--- src/rtl/input_conditioner_if.sv ---
`default_nettype none
// ============================================================================
// Module      : input_conditioner_if
// Description : Signal bundle between the raw front-panel inputs and the
//               input conditioner.
//               master : drives the raw switch/button levels, observes the
//                        conditioned outputs (board side / testbench).
//               slave  : consumes the raw levels, produces the conditioned
//                        outputs (input_conditioner).
//   w_raw      raw level switch              (master -> slave)
//   save_raw   raw push-button, high=pressed (master -> slave)
//   n_raw[3:0] raw threshold switches        (master -> slave)
//   w_out      conditioned level             (slave -> master)
//   save_pulse one-clock strobe per press    (slave -> master)
//   n_out[3:0] threshold captured at press   (slave -> master)
//   btn_busy   button FSM not idle           (slave -> master)
// Revision    : 1.0 - initial release
// ============================================================================
interface input_conditioner_if;
    logic       w_raw;
    logic       save_raw;
    logic [3:0] n_raw;
    logic       w_out;
    logic       save_pulse;
    logic [3:0] n_out;
    logic       btn_busy;

    modport master (
        output w_raw, save_raw, n_raw,
        input  w_out, save_pulse, n_out, btn_busy
    );

    modport slave (
        input  w_raw, save_raw, n_raw,
        output w_out, save_pulse, n_out, btn_busy
    );
endinterface
`default_nettype wire

--- src/rtl/input_conditioner.sv ---
`default_nettype none
// ============================================================================
// Module      : input_conditioner
// Description : Synchronises and debounces front-panel inputs.
//               - Two-flop synchronisers on every raw input.
//               - Button FSM (IDLE/PRESS_WAIT/HELD/RELEASE_WAIT) producing a
//                 single save_pulse per debounced press and capturing n_raw
//                 into n_out on that same clock.
//               - w_out is the synchronised w_raw, or, when the macro
//                 INPUT_CONDITIONER_W_DEBOUNCE_EN is defined, the output of a
//                 second debouncer using the same DB_CYCLES.
// Parameters  : DB_CYCLES  stable samples needed to accept a change (2..255)
//               CNT_W      debounce counter width (>= clog2(DB_CYCLES+1))
// Ports       : clk        system clock, rising edge
//               rst        asynchronous reset, active low
//               bus        input_conditioner_if.slave (raw in / conditioned out)
// Revision    : 1.0 - initial release
// ============================================================================
module input_conditioner #(
    parameter int DB_CYCLES = 16,
    parameter int CNT_W     = 8
) (
    input  wire logic            clk,
    input  wire logic            rst,
    input_conditioner_if.slave   bus
);

    localparam logic [1:0] c_ST_IDLE         = 2'd0;
    localparam logic [1:0] c_ST_PRESS_WAIT   = 2'd1;
    localparam logic [1:0] c_ST_HELD         = 2'd2;
    localparam logic [1:0] c_ST_RELEASE_WAIT = 2'd3;

    // The sample that enters a wait state is the first of DB_CYCLES, so the
    // wait state itself must see DB_CYCLES-1 more; the count of those extra
    // samples reaches DB_CYCLES-2 on the last one.
    localparam logic [CNT_W-1:0] c_BTN_LAST = CNT_W'(DB_CYCLES - 2);
    localparam logic [CNT_W-1:0] c_CNT_MAX  = {CNT_W{1'b1}};

    // ------------------------------------------------------------------
    // Synchronisers
    // ------------------------------------------------------------------
    logic       r_save_s1, r_save_s2;
    logic       r_w_s1,    r_w_s2;
    logic [3:0] r_n_s1,    r_n_s2;

    always_ff @(posedge clk or negedge rst) begin
        if (!rst) begin
            r_save_s1 <= 1'b0;
            r_save_s2 <= 1'b0;
            r_w_s1    <= 1'b0;
            r_w_s2    <= 1'b0;
            r_n_s1    <= 4'b0000;
            r_n_s2    <= 4'b0000;
        end else begin
            r_save_s1 <= bus.save_raw;
            r_save_s2 <= r_save_s1;
            r_w_s1    <= bus.w_raw;
            r_w_s2    <= r_w_s1;
            r_n_s1    <= bus.n_raw;
            r_n_s2    <= r_n_s1;
        end
    end

    // ------------------------------------------------------------------
    // Button FSM
    // ------------------------------------------------------------------
    logic [1:0]       r_state;
    logic [CNT_W-1:0] r_btn_cnt;
    logic             r_save_pulse;
    logic [3:0]       r_n_out;
    logic [CNT_W-1:0] w_btn_cnt_inc;

    // Saturating increment: the counter holds at its maximum instead of wrapping.
    assign w_btn_cnt_inc = (r_btn_cnt == c_CNT_MAX) ? r_btn_cnt : r_btn_cnt + CNT_W'(1);

    always_ff @(posedge clk or negedge rst) begin
        if (!rst) begin
            r_state      <= c_ST_IDLE;
            r_btn_cnt    <= '0;
            r_save_pulse <= 1'b0;
            r_n_out      <= 4'b0000;
        end else begin
            r_save_pulse <= 1'b0;
            case (r_state)
                c_ST_IDLE: begin
                    if (r_save_s2) begin
                        r_state   <= c_ST_PRESS_WAIT;
                        r_btn_cnt <= '0;
                    end
                end
                c_ST_PRESS_WAIT: begin
                    if (!r_save_s2) begin
                        r_state   <= c_ST_IDLE;
                        r_btn_cnt <= '0;
                    end else if (r_btn_cnt >= c_BTN_LAST) begin
                        r_state      <= c_ST_HELD;
                        r_btn_cnt    <= '0;
                        r_save_pulse <= 1'b1;
                        r_n_out      <= r_n_s2;
                    end else begin
                        r_btn_cnt <= w_btn_cnt_inc;
                    end
                end
                c_ST_HELD: begin
                    if (!r_save_s2) begin
                        r_state   <= c_ST_RELEASE_WAIT;
                        r_btn_cnt <= '0;
                    end
                end
                c_ST_RELEASE_WAIT: begin
                    if (r_save_s2) begin
                        r_state   <= c_ST_HELD;
                        r_btn_cnt <= '0;
                    end else if (r_btn_cnt >= c_BTN_LAST) begin
                        r_state   <= c_ST_IDLE;
                        r_btn_cnt <= '0;
                    end else begin
                        r_btn_cnt <= w_btn_cnt_inc;
                    end
                end
                default: begin
                    r_state   <= c_ST_IDLE;
                    r_btn_cnt <= '0;
                end
            endcase
        end
    end

    assign bus.save_pulse = r_save_pulse;
    assign bus.n_out      = r_n_out;
    assign bus.btn_busy   = (r_state != c_ST_IDLE);

    // ------------------------------------------------------------------
    // w_out path
    // ------------------------------------------------------------------
`ifdef INPUT_CONDITIONER_W_DEBOUNCE_EN
    // Counts consecutive synchronised samples that disagree with w_out; the
    // DB_CYCLES-th such sample (count already at DB_CYCLES-1) flips w_out.
    localparam logic [CNT_W-1:0] c_W_LAST = CNT_W'(DB_CYCLES - 1);

    logic             r_w_out;
    logic [CNT_W-1:0] r_w_cnt;

    always_ff @(posedge clk or negedge rst) begin
        if (!rst) begin
            r_w_out <= 1'b0;
            r_w_cnt <= '0;
        end else if (r_w_s2 == r_w_out) begin
            r_w_cnt <= '0;
        end else if (r_w_cnt >= c_W_LAST) begin
            r_w_out <= r_w_s2;
            r_w_cnt <= '0;
        end else if (r_w_cnt != c_CNT_MAX) begin
            r_w_cnt <= r_w_cnt + CNT_W'(1);
        end
    end

    assign bus.w_out = r_w_out;
`else
    // Second synchroniser flop is already a register: glitch-free as is.
    assign bus.w_out = r_w_s2;
`endif

endmodule
`default_nettype wire

--- src/flat_wrapper.sv ---
// flat-port wrapper written by rule: the top's interface ports become plain ports
module input_conditioner_flat 
#(
    parameter int DB_CYCLES = 16,
    parameter int CNT_W     = 8
)
  (clk, rst, bus_w_raw, bus_save_raw, bus_n_raw, bus_w_out, bus_save_pulse, bus_n_out, bus_btn_busy);
  input_conditioner_if bus_i ();
  input  wire logic clk;
  input  wire logic rst;
  input wire logic [$bits(bus_i.w_raw)-1:0] bus_w_raw;
  input wire logic [$bits(bus_i.save_raw)-1:0] bus_save_raw;
  input wire logic [$bits(bus_i.n_raw)-1:0] bus_n_raw;
  output wire logic [$bits(bus_i.w_out)-1:0] bus_w_out;
  output wire logic [$bits(bus_i.save_pulse)-1:0] bus_save_pulse;
  output wire logic [$bits(bus_i.n_out)-1:0] bus_n_out;
  output wire logic [$bits(bus_i.btn_busy)-1:0] bus_btn_busy;
  assign bus_i.w_raw = bus_w_raw;
  assign bus_i.save_raw = bus_save_raw;
  assign bus_i.n_raw = bus_n_raw;
  assign bus_w_out = bus_i.w_out;
  assign bus_save_pulse = bus_i.save_pulse;
  assign bus_n_out = bus_i.n_out;
  assign bus_btn_busy = bus_i.btn_busy;
  input_conditioner #(.DB_CYCLES(DB_CYCLES), .CNT_W(CNT_W)) u_core (.clk(clk), .rst(rst), .bus(bus_i));
endmodule
--- config.mk ---
export PLATFORM = sky130hd
export DESIGN_NAME = input_conditioner_flat
export DESIGN_NICKNAME = d
export VERILOG_FILES = /design/src/rtl/input_conditioner_if.sv /design/src/rtl/input_conditioner.sv /design/src/flat_wrapper.sv
export SDC_FILE = /design/constraint.sdc
export NUM_CORES = 1
export LEC_CHECK = 0
export CAP_MARGIN = 30
export CORE_MARGIN = 1.5
export CORE_UTILIZATION = 35
export DETAILED_ROUTE_END_ITERATION = 16
export HOLD_SLACK_MARGIN = 0.12
export PLACE_DENSITY_LB_ADDON = 0.2
export SYNTH_ARGS = -nofsm -noshare
export SYNTH_HDL_FRONTEND = slang
export SYNTH_SLANG_ARGS = --single-unit
--- constraint.sdc ---
create_clock -name clk -period 2 [get_ports clk]
set_input_delay 0.4 -clock clk [delete_from_list [all_inputs] [get_ports clk]]
set_output_delay 0.4 -clock clk [all_outputs]
set_load 0.02 [all_outputs]
Word-level counts from Yosys, hierarchy flattened --
Index checks and enable logic that the tools add are counted.
Word-level totals: bits of input ports 8, register bits after elaboration 27, logic and storage cells 42
Operators by class: add/sub/neg operators 1, multiplexer cells 17, equal/unequal tests 8, order comparisons 1, reduce and logical (&&, ||, !) cells 5
Operator list (number):
- $mux 8 | 6
- $pmux 8 s4 | 1
- $mux 2 | 6
- $add 8x1->8 const B | 1
- $eq 8x8->1 const B | 1
- $ge 8x4->1 const B | 1
- $pmux 2 s4 | 1
- $eq 2x2->1 const B | 2
- $reduce_and 4->1 | 1
- $mux 1 | 3
- $ne 3x1->1 const B | 1
- $ne 3x3->1 const B | 1
- $reduce_and 3->1 | 1
- $eq 2x1->1 const B | 1
- $logic_not 2->1 | 1
- $ne 2x1->1 const B | 1
- $ne 2x2->1 const B | 1
- $reduce_and 2->1 | 1
- $reduce_bool 2->1 | 1

Depth between registers and ports, before layout --
Gate-level depths: netlist (run 1).
depth after elaboration 5, depth in mapped cells 6

Worst setup path before layout (run 1) --
OpenSTA, ideal clock, no wires.
path kind register -> register, from reg u_core.r_btn_cnt[0], to reg with a tool-made name, stages on the path, launching flop included 7, library setup time 128 ps, required time 1872 ps, data arrival time 1458 ps, buffers on the path 0, slack 414 ps, cell sequence dfrtp_1 > inv_1 > ha_1 > o211ai_2 > nand4_4 > nand2_1 > mux2_1
RTL lines:
- start, declared | line input_conditioner.sv:68 | logic [CNT_W-1:0] r_btn_cnt;
- start signal, assigned | line input_conditioner.sv:101 | r_btn_cnt <= w_btn_cnt_inc;
- start signal, assigned | line input_conditioner.sv:118 | r_btn_cnt <= w_btn_cnt_inc;

Final worst setup path (run 1) --
from reg u_core.r_state[0], to out bus_btn_busy
Between the ends: cells in the longest elaborated chain, start to end 1
Ends and longest elaborated chain:
- start, declared | line input_conditioner.sv:67 | logic [1:0] r_state;
- start signal, assigned | line input_conditioner.sv:78 | r_state <= c_ST_IDLE;
- start signal, assigned | line input_conditioner.sv:87 | r_state <= c_ST_PRESS_WAIT;
- start signal, assigned | line input_conditioner.sv:93 | r_state <= c_ST_IDLE;
- $reduce_bool 2->1 | line input_conditioner.sv:131 | assign bus.btn_busy = (r_state != c_ST_IDLE);
- end, declared | line flat_wrapper.sv:17 | output wire logic [$bits(bus_i.btn_busy)-1:0] bus_btn_busy;
Every way passes these cells.

==> results.txt, run 1 <==
Routability-driven placement congestion ratio -> 0.697
Initial drt markers -> 11
Synth Area in Simple Gates -> 0.127
Syn Inst Count -> 66
Clk slew on worst S/H paths -> 0.13 ns
Relative slew slack -> 0.700
XOR/XNOR Fraction of Synth Area -> 0.00895
P&R area growth vs syn -> 21.6%
Vias/cell -> 4.77
Root Buffer -> clkbuf_4
ANT cells -> 0
Post-DRT Antenna Nets -> 0
Sink Count -> 27
Pin slew with the least headroom to its limit -> 0.448 ns
Compound-Gate Fraction of Synth Area -> 0.0831
IR drop worst, VDD -> 0.624 mV
DIE HEIGHT -> 55.9 um
Router iterations before antenna repair -> 5
Synth warn -> 0
Final Core Density -> 0.463
Bufs on Longest Clock Path -> 2
Mux cell area share after synthesis -> 0.0575
# Post-CTS Setup Buffers -> 0
Met1 usage -> 0.146
Result of the run -> finished, final reports clean
Synth Cell Area -> 978 um^2
P per Cell Area -> 942 nW/um^2
Initial Utilization -> 0.381
PnR Total Power -> 0.00112 W
Core Footprint -> 2570 um^2
Clk_lat worst skew -> 0.31 ns
Total GRT Usage -> 0.114
Area after DPL -> 1160 um^2
Port bufs -> 14
Global-route wire length before repair -> 2.65 mm
Min Tclk post-route -> 1.80 ns
# rows -> 18
WL per Instance -> 12.7 um
Req. time, crit path -> 1.60 ns
Max-slew violation count -> 0
CP startpoint kind -> flip-flop
Final Hold Fails -> 0
Hold slack final -> 0.363 ns
# setup viols final -> 0
CP endpoint kind -> primary output
GRT met3 Usage -> 0.0512
H-tree level count -> 1
Routing usage on met2 -> 0.165
Gr busiest metal -> met2
Fmax -> 554 MHz
RSZ-0062 raised after global routing -> false
DP Wirelength -> 1.01 mm
Die Footprint -> 3120 um^2
Clock skew -> 0.00210 ns
Final TNS setup -> 0 ns
DRC Markers -> 0
Main combinational cell family by area after synthesis -> simple AND/OR/NAND/NOR gates
Critical path arrival -> 1.40 ns
Adder-cell share of the synthesized area -> 0.0256
Vias -> 548
Largest net degree at the start of global routing -> 28
Hold WC Path Type -> reg -> reg
Nets -> 96
Cts bufs inserted -> 3
Worst Path Max Fanout -> 7
Layout cells sized above 1 -> 0.165
Register area share after synthesis -> 0.691
Syn_nets -> 76
Number of global-route vias before repair -> 536
Static leakage -> 0.531 nW
Crit Path Class -> reg -> out
Avg Cell Area, Syn -> 14.8 um^2
Chip width -> 55.9 um
Synthesized flop and latch total -> 27
I/O pin count -> 15
Remaining Overflow, GRT -> 0
Max_cap viols -> 0
Fin area -> 1190 um^2
Initial antenna violation count -> 0
Fin crit share -> 0.902
Cell variety after synth -> 21
CTS tree -> done
Total routed wirelength -> 1.46 mm
[routing by layer]
metal,wire (um),vias to the layer above
li1,-,266
met1,709,263
met2,646,17
met3,80,2
met4,18,0
met5,0,-
[report_power, final]
group	total (W)	internal, W	switching [W]	leakage, nW
combinational	0.000230	0.0000944	0.000136	0.173
clock	0.000221	0.0000779	0.000143	0.0150
sequential	0.000669	0.000600	0.0000688	0.343
[cells by family (layout without fill, tap and decap cells)]
kind of cell | Yosys count | count (layout)
adder cells (fa/ha/maj) | 2 | 2
AO/OA/AOI/OAI | 10 | 10
flip-flops | 27 | 27
AND/OR/NAND/NOR | 19 | 19
multiplexers | 5 | 5
buffers and inverters | 2 | 21
XOR/XNOR | 1 | 1
[cell usage after synthesis]
cell,n,area share
nand2_1,7,0.027
a31oi_1,1,0.0064
a211oi_4,1,0.020
nor4_4,1,0.022
nand4_4,1,0.022
dfrtp_1,27,0.69
ha_1,2,0.026
mux2_2,3,0.035
o21ai_0,4,0.020
xor2_1,1,0.0090
nand3_1,2,0.010
nor2_1,2,0.0077
nand4_1,1,0.0064
a21oi_1,1,0.0051
o2bb2ai_1,1,0.0090
o211ai_2,1,0.013
inv_1,2,0.0077
mux2_1,2,0.023
o22a_1,1,0.0090
or2_2,2,0.013
and2_1,3,0.019
[worst max-delay path, cell delays in order (launching register included)]
cell	delay (ns)
dfrtp_2	0.48
or2_2	0.30
dlygate4sd2_1	0.32
[sequential cells by signal (all words and copies together), names as in the netlist, named ones only]
signal,cells
u_core.r_btn_cnt,8
u_core.bus.n_out,4
u_core.r_n_s1,4
u_core.r_n_s2,4
u_core.bus.save_pulse,1
u_core.bus.w_out,1
u_core.r_save_s1,1
u_core.r_save_s2,1
u_core.r_state,1
u_core.r_w_s1,1
[path summary, 6_finish.rpt]
kind / start / to / slack [ns] / cells past startpoint
max in group asynchronous: rst / u_core.r_state[0] / 1.31 / 2
worst max-delay path: u_core.r_state[0] / bus_btn_busy / 0.20 / 2
min in group asynchronous: rst / u_core.r_n_s1[3] / 0.43 / 2
worst min register to register: u_core.r_n_s1[1] / u_core.r_n_s2[1] / 0.36 / 0
worst max register to register: u_core.r_btn_cnt[0] / flip-flop / 0.31 / 6
worst min-delay path: u_core.r_n_s1[1] / u_core.r_n_s2[1] / 0.36 / 0
[cell usage in the layout, fill, tap and decap left out, drive strengths merged, types with 2 or more instances in the layout]
cell / count
dfrtp: 27
clkdlybuf4s50: 13
nor2: 2
mux2: 5
o21ai: 4
clkbuf: 4
ha: 2
nand3: 2
nand4: 2
nand2: 7
and2: 3
or2: 2
inv: 2
[stage by stage]
step / instances / setup WS (ns)
global placement: 111 / 0.311
floorplan: 66 / 0.414
detailed placement: 111 / 0.310
global route: 115 / 0.134
finish: 115 / 0.196
CTS: 115 / 0.172
[timing repair]
action	4_1_cts	5_1_grt
setup endpoints to repair	1	0
hold buffers	0	0
gates resized for setup	2	0
[area by class of cell]
cell class              instances  area (um^2)
well taps                      30         37.5
multi-input cells              37          295
fillers                       241         1380
repair buffers                 15          146
clock buffers                   4         26.3
inverters                       2         7.51
flip-flops and latches         27          677
No activity file was read; power rests on OpenSTA's default activity.
==> inputs of run 2 (changes only) <==
--- a/config.mk
+++ b/config.mk
@@ -5,7 +5,9 @@
 export SDC_FILE = /design/constraint.sdc
 export NUM_CORES = 1
 export LEC_CHECK = 0
-export CAP_MARGIN = 30
+export CAP_MARGIN = 15
+export CELL_PAD_IN_SITES_DETAIL_PLACEMENT = 0
+export CELL_PAD_IN_SITES_GLOBAL_PLACEMENT = 1
 export CORE_MARGIN = 1.5
 export CORE_UTILIZATION = 35
 export DETAILED_ROUTE_END_ITERATION = 16
==> results.txt, run 2 (synthesis results as in run 1) <==
Crit-path max cell delay -> 0.48 ns
Gr busiest metal -> met2
Worst R2R Path Depth -> 6
Pin slew with the least headroom to its limit -> 0.529 ns
Slowest-stage cell, CP -> dfrtp_2
Fin crit share -> 0.907
Final Hold Fails -> 0
Internal power -> 0.000777 W
WL per Instance -> 12.4 um
Total GRT Usage -> 0.115
Initial antenna violation count -> 0
I/O pin count -> 15
Clk_lat worst skew -> 0.32 ns
# setup viols final -> 0
RSZ-0062 raised after global routing -> false
Relative slew slack -> 0.646
Clock skew -> 0.00712 ns
Global-route wire length before repair -> 2.82 mm
Clk slew on worst S/H paths -> 0.15 ns
Cell total after placement -> 111
Worst Path Buf+Inv -> 1
Core Footprint -> 2570 um^2
Cts bufs inserted -> 3
CP endpoint kind -> primary output
Router iterations before antenna repair -> 2
Chip width -> 55.9 um
R2r startpoint -> u_core.r_btn_cnt[0]
H-tree level count -> 1
Routing usage on met2 -> 0.168
Filler cells -> 250
Combinational power share -> 0.204
Biggest register -> u_core.r_btn_cnt
Reg power frac -> 0.585
Max_cap viols -> 0
HP Start -> u_core.r_n_s1[3]
DIE HEIGHT -> 55.9 um
P&R area growth vs syn -> 22.1%
Initial drt markers -> 13
Initial Utilization -> 0.381
Hold Buf Count CTS -> 0
Min Tclk post-route -> 1.81 ns
Most frequent cells in the layout -> dfrtp_1, clkdlybuf4s50_1, nand2_1, o21ai_0
Worst hold path endpoint -> u_core.r_n_s2[3]
Total routed wirelength -> 1.43 mm
Crit Path Class -> reg -> out
Most common cell after layout, fill and taps aside -> dfrtp_1
Number of global-route vias before repair -> 620
DP Wirelength -> 983 um
DRC Markers -> 0
Vias -> 556
Met1 usage -> 0.160
CP startpoint kind -> flip-flop
Sink Count -> 27
Reg2reg setup slack -> 0.28 ns
Max-slew violation count -> 0
Vias/cell -> 4.83
Bufs on Longest Clock Path -> 2
Final TNS setup -> 0 ns
Fmax -> 552 MHz
Routability-driven placement congestion ratio -> 0.689
Net Sw Power -> 0.000369 W
ANT cells -> 0
CTS tree -> done
Largest net degree at the start of global routing -> 28
# rows -> 18
Post-DRT Antenna Nets -> 0
P per Cell Area -> 959 nW/um^2
Layout cells sized above 1 -> 0.176
Final Core Density -> 0.465
Critical path arrival -> 1.41 ns
IR drop worst, VDD -> 0.430 mV
Worst Path Max Fanout -> 7
Die Footprint -> 3120 um^2
Clk pwr share -> 0.210
Remaining Overflow, GRT -> 0
PnR Total Power -> 0.00115 W
Hold WC Path Type -> reg -> reg
Nets -> 96
Static leakage -> 0.534 nW
Root Buffer -> clkbuf_4
Net Sw Frac -> 0.322
Largest register FFs -> 8
Req. time, crit path -> 1.60 ns
Critical-path cell list -> or2_2 > dlygate4sd2_1
Post-route insts no fill -> 115
Worst hold stages -> 0
Result of the run -> finished, final reports clean
GRT met3 Usage -> 0.0233
Port bufs -> 14
Cell family with most CP delay -> flip-flops
run 2: per-stage QoR:
step,hold slack [ns],setup WS [ns],instance area (um^2)
global placement,0.335,0.300,1160
finish,0.367,0.187,1190
detailed placement,0.336,0.292,1160
CTS,0.372,0.160,1190
global route,0.380,0.104,1190
floorplan,0.104,0.414,978
run 2: how the worst max path moves through the flow:
stage                              from  cells past startpoint           end
global route          u_core.r_state[0]                      2  bus_btn_busy
finish                u_core.r_state[0]                      2  bus_btn_busy
CTS                   u_core.r_state[0]                      2  bus_btn_busy
global placement      u_core.r_state[0]                      2  bus_btn_busy
floorplan           u_core.r_btn_cnt[0]                      6     flip-flop
detailed placement  u_core.r_btn_cnt[0]                      6     flip-flop
run 2: power by group through the flow:
stage | Clock [W] | Sequential [W] | Combinational, W
2_1_floorplan | 0 | 0.000665 | 0.000161
3_3_place_gp | 0 | 0.000677 | 0.000242
3_5_place_dp | 0 | 0.000679 | 0.000241
4_1_cts | 0.000264 | 0.000671 | 0.000237
5_1_grt | 0.000285 | 0.000682 | 0.000269
6_report | 0.000241 | 0.000671 | 0.000234
run 2: routing by layer:
| layer | vias up | routed length, um | share of wire |
|---|---|---|---|
| met5 | - | 0 | 0 |
| met4 | 0 | 21 | 0.015 |
| met3 | 2 | 51 | 0.036 |
| met2 | 11 | 658 | 0.46 |
| met1 | 278 | 695 | 0.49 |
| li1 | 265 | - | - |
run 2: repair_timing:
action,in CTS,in global routing
setup buffers,0,0
setup endpoints to repair,1,0
gates resized for setup,2,0
run 2: worst reg2reg max path, stage by stage (launching register included):
cell,delay (ns)
dfrtp_1,0.43
inv_1,0.06
ha_1,0.20
o211ai_2,0.29
nand4_4,0.20
nand2_1,0.13
mux2_1,0.32
run 2: area by class of cell:
class                      count  area (um^2)  area share
clock buffer                   3         22.5      0.0188
clock inverter                 1         8.76     0.00733
inverter                       2         7.51     0.00628
multi-input combinational     37          295       0.247
sequential                    27          677       0.566
tap                           30         37.5      0.0314
timing repair buffer          15          146       0.123
==> inputs of run 3 (changes only) <==
--- a/config.mk
+++ b/config.mk
@@ -9,7 +9,7 @@
 export CELL_PAD_IN_SITES_DETAIL_PLACEMENT = 0
 export CELL_PAD_IN_SITES_GLOBAL_PLACEMENT = 1
 export CORE_MARGIN = 1.5
-export CORE_UTILIZATION = 35
+export CORE_UTILIZATION = 42
 export DETAILED_ROUTE_END_ITERATION = 16
 export HOLD_SLACK_MARGIN = 0.12
 export PLACE_DENSITY_LB_ADDON = 0.2
==> results.txt, run 3 (synthesis results as in run 1) <==
Total routed wirelength -> 1.50 mm
Remaining Overflow, GRT -> 0
Most frequent cells in the layout -> dfrtp_1, clkdlybuf4s50_1, nand2_1, o21ai_0
Initial antenna violation count -> 0
Pin slew with the least headroom to its limit -> 0.492 ns
WL per Instance -> 13.2 um
Final Core Density -> 0.537
Cell total after placement -> 109
Sink Count -> 27
Filler cells -> 199
Relative slew slack -> 0.671
DIE HEIGHT -> 51.3 um
Final Hold Fails -> 0
Crit Path Class -> reg -> out
P per Cell Area -> 957 nW/um^2
Max-slew violation count -> 0
Req. time, crit path -> 1.60 ns
Routability-driven placement congestion ratio -> 0.757
IR drop worst, VDD -> 0.473 mV
Cts bufs inserted -> 3
Most common cell after layout, fill and taps aside -> dfrtp_1
Worst Path Max Fanout -> 7
Layout cells sized above 1 -> 0.176
Post-route insts no fill -> 113
I/O pin count -> 15
PnR Total Power -> 0.00114 W
Static leakage -> 0.534 nW
Worst Path Buf+Inv -> 1
CP startpoint kind -> flip-flop
Vias/cell -> 4.81
Clk_lat worst skew -> 0.33 ns
# setup viols final -> 0
Area of the multi-input gates -> 295 um^2
Clk slew on worst S/H paths -> 0.15 ns
Critical path arrival -> 1.42 ns
Final TNS setup -> 0 ns
Fmax -> 548 MHz
Number of global-route vias before repair -> 592
Die Footprint -> 2630 um^2
Initial drt markers -> 4
Result of the run -> finished, final reports clean
CP endpoint kind -> primary output
Bufs on Longest Clock Path -> 2
Root Buffer -> clkbuf_4
# rows -> 17
Post-DRT Antenna Nets -> 0
Slowest-stage cell, CP -> dfrtp_2
Port bufs -> 14
RSZ-0062 raised after global routing -> false
Storage cell area -> 677 um^2
Largest net degree at the start of global routing -> 28
Clock skew -> 0.0104 ns
Largest register FFs -> 8
Nets -> 96
Max_cap viols -> 0
Hold WC Path Type -> reg -> reg
H-tree level count -> 1
Fin crit share -> 0.912
Crit-path max cell delay -> 0.48 ns
ANT cells -> 0
Cell family with most CP delay -> flip-flops
Chip width -> 51.3 um
Min Tclk post-route -> 1.82 ns
Vias -> 544
Total GRT Usage -> 0.146
P&R area growth vs syn -> 21.5%
Global-route wire length before repair -> 2.70 mm
CTS tree -> done
DRC Markers -> 0
Router iterations before antenna repair -> 3
Initial Utilization -> 0.442
Critical-path cell list -> or2_2 > dlygate4sd2_1
Core Footprint -> 2210 um^2
Biggest register -> u_core.r_btn_cnt
## run 3: changes by cell type in the layout (fill, tap and decap cells not counted)
cell | before | now
clkinv_2 | 0 | 1
inv_6 | 1 | 0
## run 3: cell type report
cell class | count | share of cell area
clock buffers | 3 | 0.0189
clock inverters | 1 | 0.00421
inverters | 2 | 0.00632
multi-input cells | 37 | 0.248
flip-flops and latches | 27 | 0.569
well taps | 28 | 0.0295
repair buffers | 15 | 0.123
## run 3: where the power goes
| part | switching (W) | internal [W] | total [W] |
|---|---|---|---|
| Clock | 0.000159 | 0.0000751 | 0.000234 |
| Combinational | 0.000138 | 0.0000948 | 0.000233 |
| Sequential | 0.0000705 | 0.000600 | 0.000671 |
## run 3: worst paths after layout
| check | from | end | slack (ns) | cells after the start |
|---|---|---|---|---|
| worst min-delay path | u_core.r_n_s1[3] | u_core.r_n_s2[3] | 0.37 | 0 |
| worst max register to register | u_core.r_btn_cnt[0] | flip-flop | 0.27 | 6 |
| worst max-delay path | u_core.r_state[0] | bus_btn_busy | 0.18 | 2 |
| max in group asynchronous | rst | u_core.r_state[0] | 1.32 | 2 |
| min in group asynchronous | rst | u_core.r_save_s1 | 0.42 | 2 |
| worst min register to register | u_core.r_n_s1[3] | u_core.r_n_s2[3] | 0.37 | 0 |
## run 3: per-stage QoR
step	worst slack, ns	area (um^2)	hold WS [ns]
finish	0.175	1190	0.371
global route	0.124	1190	0.380
CTS	0.164	1190	0.378
detailed placement	0.278	1160	0.346
global placement	0.308	1160	0.333
floorplan	0.414	978	0.104
## run 3: routing by layer
metal / routed length [um] / share of wire / up-vias / global-route usage
met5: 0 / 0 / - / 0
met4: 43 / 0.029 / 0 / 0.0921
met3: 44 / 0.029 / 5 / 0.0263
met2: 709 / 0.47 / 12 / 0.223
met1: 699 / 0.47 / 263 / 0.193
li1: - / - / 264 / -
## run 3: timing repair
item,4_1_cts,5_1_grt
endpoints found under the setup margin,1,0
gates resized for setup,2,0
buffers inserted,0,0
hold buffers,0,0
endpoints found under the hold margin,0,0
==> variant: new RTL, flow settings as in run 3 <==
Add a define of `INPUT_CONDITIONER_W_DEBOUNCE_EN`.
--- a/src/rtl/input_conditioner.sv
+++ b/src/rtl/input_conditioner.sv
@@ -17,4 +17,6 @@
 // Revision    : 1.0 - initial release
 // ============================================================================
+`define INPUT_CONDITIONER_W_DEBOUNCE_EN
+
 module input_conditioner #(
     parameter int DB_CYCLES = 16,
Formal check against the unedited RTL: not equivalent (a bounded check fails within 4 cycles, from zero or initial values and one cycle with rst low).
==> variant against run 3 <==
- cell count up 46%
- clock power up 78%
- non-clock buffer count unchanged
- area after synthesis up 36%
- power up 32%
- synthesized cell count up 45%
- sequential cell count up 9
- setup slack better by 13 ps
- critical endpoint unchanged
- routed wire length up 29%
- cell area up 35%
- sequential share of layout area down 0.92 points
- count of clock-buffer cells in the layout up 4
- clock skew down 1.2 ps
- maximum frequency up 0.71%
- highest routed layer unchanged
==> variant: results (changes against run 3) <==
stage,metric,value,unit,change
synth,ys_seq_area_share,67.7,%,was 69.1%
finish,fillCellCount,263,,was 199
finish,clock_cell_area_share,4.05,%,was 2.32%
finish,n_clock_buffer,7,,was 3
clock_network,clk_pin_slew,100,ps,was 150 ps
grt,grt_pass1_vias,823,,was 592
synth,synth_adder_area_share,2.82,%,was 2.56%
synth,synth_commonest_cells,"dfrtp_1 (36), nand2_1 (9), nor2_1 (8)",,"was dfrtp_1 (27), nand2_1 (7), o21ai_0 (4)"
pwr,p_sw,0.430,mW,was 0.368 mW
finish,drive_gt1_share,15.7,%,was 17.6%
detailed_routing,num_vias,766,,was 544
detailed_routing,vias_per_cell,4.64,,was 4.81
detailed_routing,first_iter_violations,30,,was 4
detailed_routing,dr.pass1.iters,4,,was 3
grt,grt_max_degree,37,,was 28
timing,hold_ws,357,ps,was 371 ps
grt,grtUsageTotal,14.2,%,was 14.6%
finish,nNetsFinal,132,,was 96
finish,multi_input_area,429,um2,was 295 um2
finish,buf_share,9.11,%,was 12.3%
placed_design,gp_congestion,0.739,,was 0.757
synth,synthCells,96,,was 66
detailed_routing,drt-met1-wl,878,um,was 699 um
synth,synth_mux_area_share,6.21,%,was 5.75%
worst_hold_path,worstHoldStart,u_core.r_w_s1,,was u_core.r_n_s1[3]
grt,grtUsageMet3,4.15,%,was 2.63%
pwr,p_clk_share,27.7,%,was 20.6%
run_status,status,"complete, no violations",,unchanged
finish,inverters,3,,was 2
timing,finalClockSkew,9.19,ps,was 10.4 ps
clock_network,htree_levels,2,,was 1
pwr,cellLeakagePower,0.714,nW,was 0.534 nW
grt,grt_pass1_wl,3480,um,was 2700 um
worst_setup_path,critPathMaxFanout,4,,was 7
placed_design,dp_cells,158,,was 109
synth,synthDistinctLibCells,25,,was 21
==> variant: changes by cell type after synthesis, sizes merged <==
cell            run 3  this run
a21oi               1         2
conb                0         1
dfrtp              27        36
ha                  2         3
inv                 2         3
mux2                5         6
nand2               7         9
nand3               2         5
nand4               2         3
nor2                2         8
nor4                1         2
o2111ai             0         1
xor2                1         3
==> variant: through the flow <==
step	utilization, %	cell area (um2)	setup slack (ps)	total power [mW]
finish	53.1	1610	188	1.51
global placement	51.0	1540	321	1.10
global route	53.1	1610	130	1.59
CTS	53.1	1610	163	1.54
floorplan	-	1340	401	1.01
detailed placement	51.0	1540	241	1.12
==> variant: what timing repair did <==
item / CTS / global route
resized for setup: 1 / 0
hold buffers: 0 / 0
endpoints found under the setup margin: 1 / 0
==> variant: critical path: stages (launching register included) <==
cell	delay, ps
dfrtp_1	450
or2_2	310
dlygate4sd2_1	330
